## src/rtl/issue_dispatch_ctrl.sv

```systemverilog
// issue_dispatch_ctrl
//
// Dispatch-side controller for a 4-in/1-out collapsing issue queue.
// Each cycle it decides whether the offered 4-wide dispatch group fits in
// the queue. It compacts the group's valid lanes onto the queue's input
// ports and tracks queue occupancy across dispatch, issue and branch-kill
// events. After a kill, dispatch is held off for one RECOVER cycle.
//
// Ports
//   i_clk            clock, rising edge
//   i_rst_n          synchronous active-low reset
//   i_req            dispatch group offered this cycle
//   i_valid4         per-lane valid mask of the group (lane 0 = oldest)
//   i_issue          queue issued one entry this cycle
//   i_kill           branch kill this cycle
//   i_kill_cnt       number of queue entries removed by the kill
//   o_accept         group accepted, dispatch may advance
//   o_en             queue load enable (same as o_accept)
//   o_lane_valid     compacted lane valids for queue inputs 1..4
//   o_pack           per output lane k, bits [2k+1:2k] = source lane index
//   o_count          current occupancy
//   o_empty          occupancy is zero
//   o_full           occupancy above SIZE-4 (a full group may not fit)
//   o_stall_cycles   saturating count of offered-but-refused cycles

module issue_dispatch_ctrl #(
  parameter int SIZE       = 32,
  parameter int WIDTH_CNT  = 6,
  parameter int WIDTH_PERF = 16
) (
  input  logic                  i_clk,
  input  logic                  i_rst_n,
  input  logic                  i_req,
  input  logic [3:0]            i_valid4,
  input  logic                  i_issue,
  input  logic                  i_kill,
  input  logic [WIDTH_CNT-1:0]  i_kill_cnt,
  output logic                  o_accept,
  output logic                  o_en,
  output logic [3:0]            o_lane_valid,
  output logic [7:0]            o_pack,
  output logic [WIDTH_CNT-1:0]  o_count,
  output logic                  o_empty,
  output logic                  o_full,
  output logic [WIDTH_PERF-1:0] o_stall_cycles
);

  typedef enum logic {
    RUN     = 1'b0,
    RECOVER = 1'b1
  } state_t;

  localparam logic        [WIDTH_CNT:0]   SIZE_U = (WIDTH_CNT+1)'(SIZE);
  localparam logic        [WIDTH_CNT:0]   FULL_U = (WIDTH_CNT+1)'(SIZE - 4);
  localparam logic signed [WIDTH_CNT+1:0] SIZE_S = (WIDTH_CNT+2)'(SIZE);

  // Clamp the signed next-count into [0, SIZE]. Landing outside that range
  // means the surrounding logic broke protocol (over-issue or over-kill).
  function automatic logic [WIDTH_CNT-1:0] clamp_cnt(
    input logic signed [WIDTH_CNT+1:0] v
  );
    if (v[WIDTH_CNT+1]) begin
      return '0;
    end else if (v > SIZE_S) begin
      return SIZE_S[WIDTH_CNT-1:0];
    end else begin
      return v[WIDTH_CNT-1:0];
    end
  endfunction

  // Saturating increment for the performance counter.
  function automatic logic [WIDTH_PERF-1:0] sat_inc(
    input logic [WIDTH_PERF-1:0] v
  );
    if (&v) begin
      return v;
    end else begin
      return v + WIDTH_PERF'(1);
    end
  endfunction

  state_t                       state_p1;
  logic [WIDTH_CNT-1:0]         count_p1;
  logic                         empty_p1;
  logic                         full_p1;
  logic [WIDTH_PERF-1:0]        stall_p1;

  logic [2:0]                   n_p0;
  logic                         room_p0;
  logic                         accept_p0;
  logic                         issue_dec_p0;
  logic [7:0]                   pack_raw_p0;
  logic [3:0]                   lane_valid_p0;
  logic [7:0]                   pack_p0;
  logic signed [WIDTH_CNT+1:0]  cnt_sum_p0;
  logic [WIDTH_CNT-1:0]         count_nxt_p0;

  // ---- p0: combinational decision from inputs, state and count ----
  assign n_p0 = {2'b00, i_valid4[0]} + {2'b00, i_valid4[1]}
              + {2'b00, i_valid4[2]} + {2'b00, i_valid4[3]};

  // Space check ignores a same-cycle issue, so it is conservative.
  assign room_p0   = ({1'b0, count_p1} + (WIDTH_CNT+1)'(n_p0)) <= SIZE_U;
  assign accept_p0 = i_req & (state_p1 == RUN) & ~i_kill & room_p0;

  // Output lane k takes the k-th set bit of the mask, oldest first.
  always_comb begin : compact
    int k;
    pack_raw_p0 = '0;
    k           = 0;
    for (int s = 0; s < 4; s++) begin
      if (i_valid4[s]) begin
        pack_raw_p0[2*k +: 2] = 2'(s);
        k = k + 1;
      end
    end
  end

  always_comb begin
    lane_valid_p0 = '0;
    for (int k = 0; k < 4; k++) begin
      lane_valid_p0[k] = accept_p0 & (3'(k) < n_p0);
    end
  end

  // Unused lanes already carry 0; a refused group presents nothing.
  assign pack_p0 = accept_p0 ? pack_raw_p0 : 8'h00;

  // An issue against an empty queue is a no-op.
  assign issue_dec_p0 = i_issue & (count_p1 != '0);

  assign cnt_sum_p0 = $signed({2'b00, count_p1})
                    + $signed((WIDTH_CNT+2)'(accept_p0 ? n_p0 : 3'd0))
                    - $signed((WIDTH_CNT+2)'(issue_dec_p0))
                    - $signed((WIDTH_CNT+2)'(i_kill ? i_kill_cnt : '0));

  assign count_nxt_p0 = clamp_cnt(cnt_sum_p0);

  // ---- p1: registered state, occupancy flags and stall counter ----
  always_ff @(posedge i_clk) begin
    if (!i_rst_n) begin
      state_p1 <= RUN;
      count_p1 <= '0;
      empty_p1 <= 1'b1;
      full_p1  <= 1'b0;
      stall_p1 <= '0;
    end else begin
      case (state_p1)
        RUN:     if (i_kill) state_p1 <= RECOVER;
        RECOVER: state_p1 <= i_kill ? RECOVER : RUN;
        default: state_p1 <= RUN;
      endcase
      count_p1 <= count_nxt_p0;
      empty_p1 <= (count_nxt_p0 == '0);
      full_p1  <= ({1'b0, count_nxt_p0} > FULL_U);
      if (i_req & ~accept_p0) begin
        stall_p1 <= sat_inc(stall_p1);
      end
    end
  end

  assign o_accept       = accept_p0;
  assign o_en           = accept_p0;
  assign o_lane_valid   = lane_valid_p0;
  assign o_pack         = pack_p0;
  assign o_count        = count_p1;
  assign o_empty        = empty_p1;
  assign o_full         = full_p1;
  assign o_stall_cycles = stall_p1;

endmodule

```

## config.mk

```make
export PLATFORM = sky130hd
export DESIGN_NAME = issue_dispatch_ctrl
export DESIGN_NICKNAME = d
export VERILOG_FILES = /design/src/rtl/issue_dispatch_ctrl.sv
export SDC_FILE = /design/constraint.sdc
export NUM_CORES = 1
export LEC_CHECK = 0
export BUFFER_PORTS_ARGS = -buffer_cell sky130_fd_sc_hd__buf_2
export CORE_MARGIN = 3
export CORE_UTILIZATION = 58
export DETAILED_ROUTE_END_ITERATION = 10
export GPL_TIMING_DRIVEN = 0
export PLACE_DENSITY = 0.83
export SYNTH_ARGS = -nofsm -noshare
export SYNTH_HDL_FRONTEND = slang
export SYNTH_SLANG_ARGS = --single-unit
```

## constraint.sdc

```tcl
create_clock -name i_clk -period 13.3 [get_ports i_clk]
set_input_delay 1.995 -clock i_clk [delete_from_list [all_inputs] [get_ports i_clk]]
set_output_delay 1.995 -clock i_clk [all_outputs]
set_load 0.02 [all_outputs]
```

==> qor.log <==
qor: place.buffer_ports.inserted 52
qor: power.power.density 119 mW/mm2
qor: synthesis.synthesis.nets 334
qor: global_route.antenna_found_initial 0
qor: floorplanning.core_region_area 0.00352 mm2
qor: run_status.status finished, final reports clean
qor: routing.detail_route.drc_violations 0
qor: clock_network.cts_tree yes
qor: floorplanning.die_x 67.9 um
qor: hold_path.hold_class register to register
qor: synthesis.mappedNetlistArea 0.00222 mm2
qor: sta.setup_tns 0 ns
qor: job.max_cap_violations 0
qor: worst_setup_path.critical_path_required 11.31 ns
qor: cells_and_area.insertedDiodeCount 0
qor: floorplanning.cell_row_count 21
qor: sta.finalMaxSlewViolations 0
qor: synthesis.synth-async-reset-ratio 0%
qor: floorplanning.fp.dieH 67.9 um
qor: worst_setup_path.critical_path.endpoint_type primary output
qor: cells_and_area.most-common-layout-cells buf_2 (53), inv_1 (42), ha_1 (30)
qor: place.dpl-instance-area 0.00254 mm2
qor: routing.viasPerCell 5.53
qor: synthesis.most_frequently_used_flop_master_after_synthesis dfxtp_1
qor: worst_setup_path.critical-path-top-delay-family adder cells
qor: routing.wl 4810 um
qor: routing.ant_nets 0
qor: cells_and_area.post_synthesis_to_final_layout_area_growth 16.4%
qor: synthesis.post_synth.cell_area_avg 7.88 um2
qor: clock_network.cts-buffers-inserted 3
qor: global_route.grt_usage 22.4%
qor: cells_and_area.net_count_of_the_finished_layout 391
qor: sta.final.period_utilization 54.7%
qor: routing.detail_route.iter0.violations 96
qor: routing.detail_route.wl_per_cell 12.5 um
qor: routing.firstDrtPassIters 4
qor: global_route.grt_pass1_wl 8230 um
qor: global_route.grt_remaining_overflow 0
qor: cells_and_area.finish.cell_count_without_fillers 384
qor: power.leakagePower 1.23 nW
qor: worst_setup_path.critical_path.max_stage_delay 0.47 ns
qor: worst_setup_path.timing.critical_path.from_type input pin
qor: synthesis.synth-edff-count 0
qor: power.ir_worst_vdd 0.102 mV
qor: floorplanning.die_area 0.00461 mm2
qor: worst_setup_path.path_type_of_the_worst_setup_path input pin to primary output
qor: synthesis.distinct_cells_synth 45
qor: place.dp_cells 380
qor: clock_network.cts.sink_count 25
qor: global_route.via_count_of_the_first_global_routing_pass 1893
qor: worst_setup_path.cp.buffers_inverters 4
qor: worst_setup_path.timing.critical_path.cells buf_2 > fa_1 > ha_1 > ha_1 > inv_1 > fa_1 > nand2b_1 > a2111oi_2 > o41ai_4 > nor2_1 > nand2_1 > clkbuf_1 > a21oi_1 > buf_2
qor: cells_and_area.drive_above_1_share 19.2%
qor: place.gp_congestion 0.844
qor: synthesis.synth-seq-cells 25
qor: clock_network.cts-root-buf clkbuf_8
qor: clock_network.ctsHoldBuffers 0
qor: sta.final.min_clock_period 7.28 ns
qor: worst_setup_path.cp.arrival 5.28 ns
qor: floorplanning.initial_utilization 63.1%
qor: sta.setup_viol_count_final 0
qor: routing.route.vias.total 2125
qor: clock_network.post-cts-setup-buffers 0
qor: clock_network.cts.path.max_buffers 2
qor: sta.hold_violations_final 0
qor: clock_network.path_clk_slew 0.08 ns
qor: sta.finalClockSkew 0.00309 ns
qor: worst_setup_path.slowest_stage fa_1
qor: clock_network.worst_skew_pair.late_latency 0.26 ns
qor: synthesis.synth.yosys.seq_area_share 22.5%
qor: worst_setup_path.critical_path_peak_fanout 10
qor: cells_and_area.design_area 0.00259 mm2
qor: sta.fmax 137 MHz
qor: floorplanning.ioPinCount 53
qor: place.final_hpwl_dp 3930 um
qor: synthesis.yosysWarnings 0
qor: synthesis.synthesized_netlist_cell_count 282
qor: sta.worst-slew-pin-transition 0.479 ns
qor: sta.rsz0062_at_grt no
qor: clock_network.post_cts_resize_count 0
qor: sta.timing.slew.headroom 68.0%
qor: cells_and_area.layout_commonest_cell buf_2
qor: global_route.maximum_number_of_pins_on_one_net_before_global_route_repair 15
qor: clock_network.htreeDepth 1
layout make-up:
type | count | area [um2]
well taps | 46 | 57.6
repair buffers | 52 | 260
plain buffers | 7 | 38.8
inverters | 42 | 158
fillers | 287 | 933
clock buffers | 3 | 41.3
multi-input cells | 208 | 1530
flip-flops and latches | 25 | 500
clock inverters | 1 | 5.00
power breakdown:
part	internal [mW]	switching [mW]	leakage [nW]
combinational	0.0709	0.104	1.00
sequential	0.0817	0.00689	0.202
clock	0.0209	0.0224	0.0255
registers in the layout, summed over array words and instances (netlist names):
register / cells
state_p1: 1
o_full: 1
o_empty: 1
o_stall_cycles: 16
o_count: 6
synthesized netlist by cell type (4+ instances only):
master	instances	area [um2]
inv_1	42	158
ha_1	30	375
nor2_1	26	97.6
dfxtp_1	25	500
a21oi_1	22	110
nand2_1	20	75.1
o21ai_0	12	60.1
nand3_1	10	50.1
or3_1	10	62.6
o31ai_1	8	60.1
and2_1	7	43.8
fa_1	7	140
or4_1	7	52.6
and3_1	4	25.0
nor3_1	4	20.0
per-layer routing:
metal	wire (um)	part of all wire (%)	track usage, %	vias up
met2	2160	45	37.3	57
met3	242	5.0	1.64	6
met5	0	0	0	-
met1	2360	49	32.1	968
li1	-	-	-	1094
met4	47	0.98	3.97	0
worst min-delay path: cells and delay by family, from the launching register on:
| family | cells | cell delay, ns |
|---|---|---|
| flops | 1 | 0.33 |
| compound gates | 2 | 0.13 |
path summary, 6_finish.rpt:
| kind | start | to | slack (ns) | depth (start not counted) |
|---|---|---|---|---|
| hold reg to reg | o_stall_cycles[15] | o_stall_cycles[15] | 0.50 | 2 |
| setup / recovery | i_valid4[0] | o_pack[3] | 6.02 | 14 |
| setup reg to reg | o_count[0] | o_empty | 8.43 | 19 |
| hold / removal | o_stall_cycles[15] | o_stall_cycles[15] | 0.50 | 2 |
per-stage QoR:
stage	total power [mW]	setup WS [ns]	hold slack (ns)	util, %
after floorplan	0.224	6.34	0.563	-
after global placement	0.259	5.98	0.479	72.2
after detailed placement	0.264	5.88	0.486	72.2
after CTS	0.308	6.01	0.500	73.5
after global routing	0.337	5.81	0.526	73.5
final	0.307	6.02	0.499	73.5
cell families (layout without fill, tap and decap cells):
logic type / Yosys count / after routing / share of synthesized area (%)
DFF: 25 / 25 / 22.5
buffers and inverters: 49 / 105 / 8.83
muxes: 2 / 2 / 0.957
xor gates and xnor gates: 6 / 6 / 2.36
and+or+nand+nor: 103 / 103 / 23.9
adders and majority gates: 37 / 37 / 23.2
AOI/OAI and AO/OA: 60 / 60 / 18.2
Power figures use the tool's default switching activity.
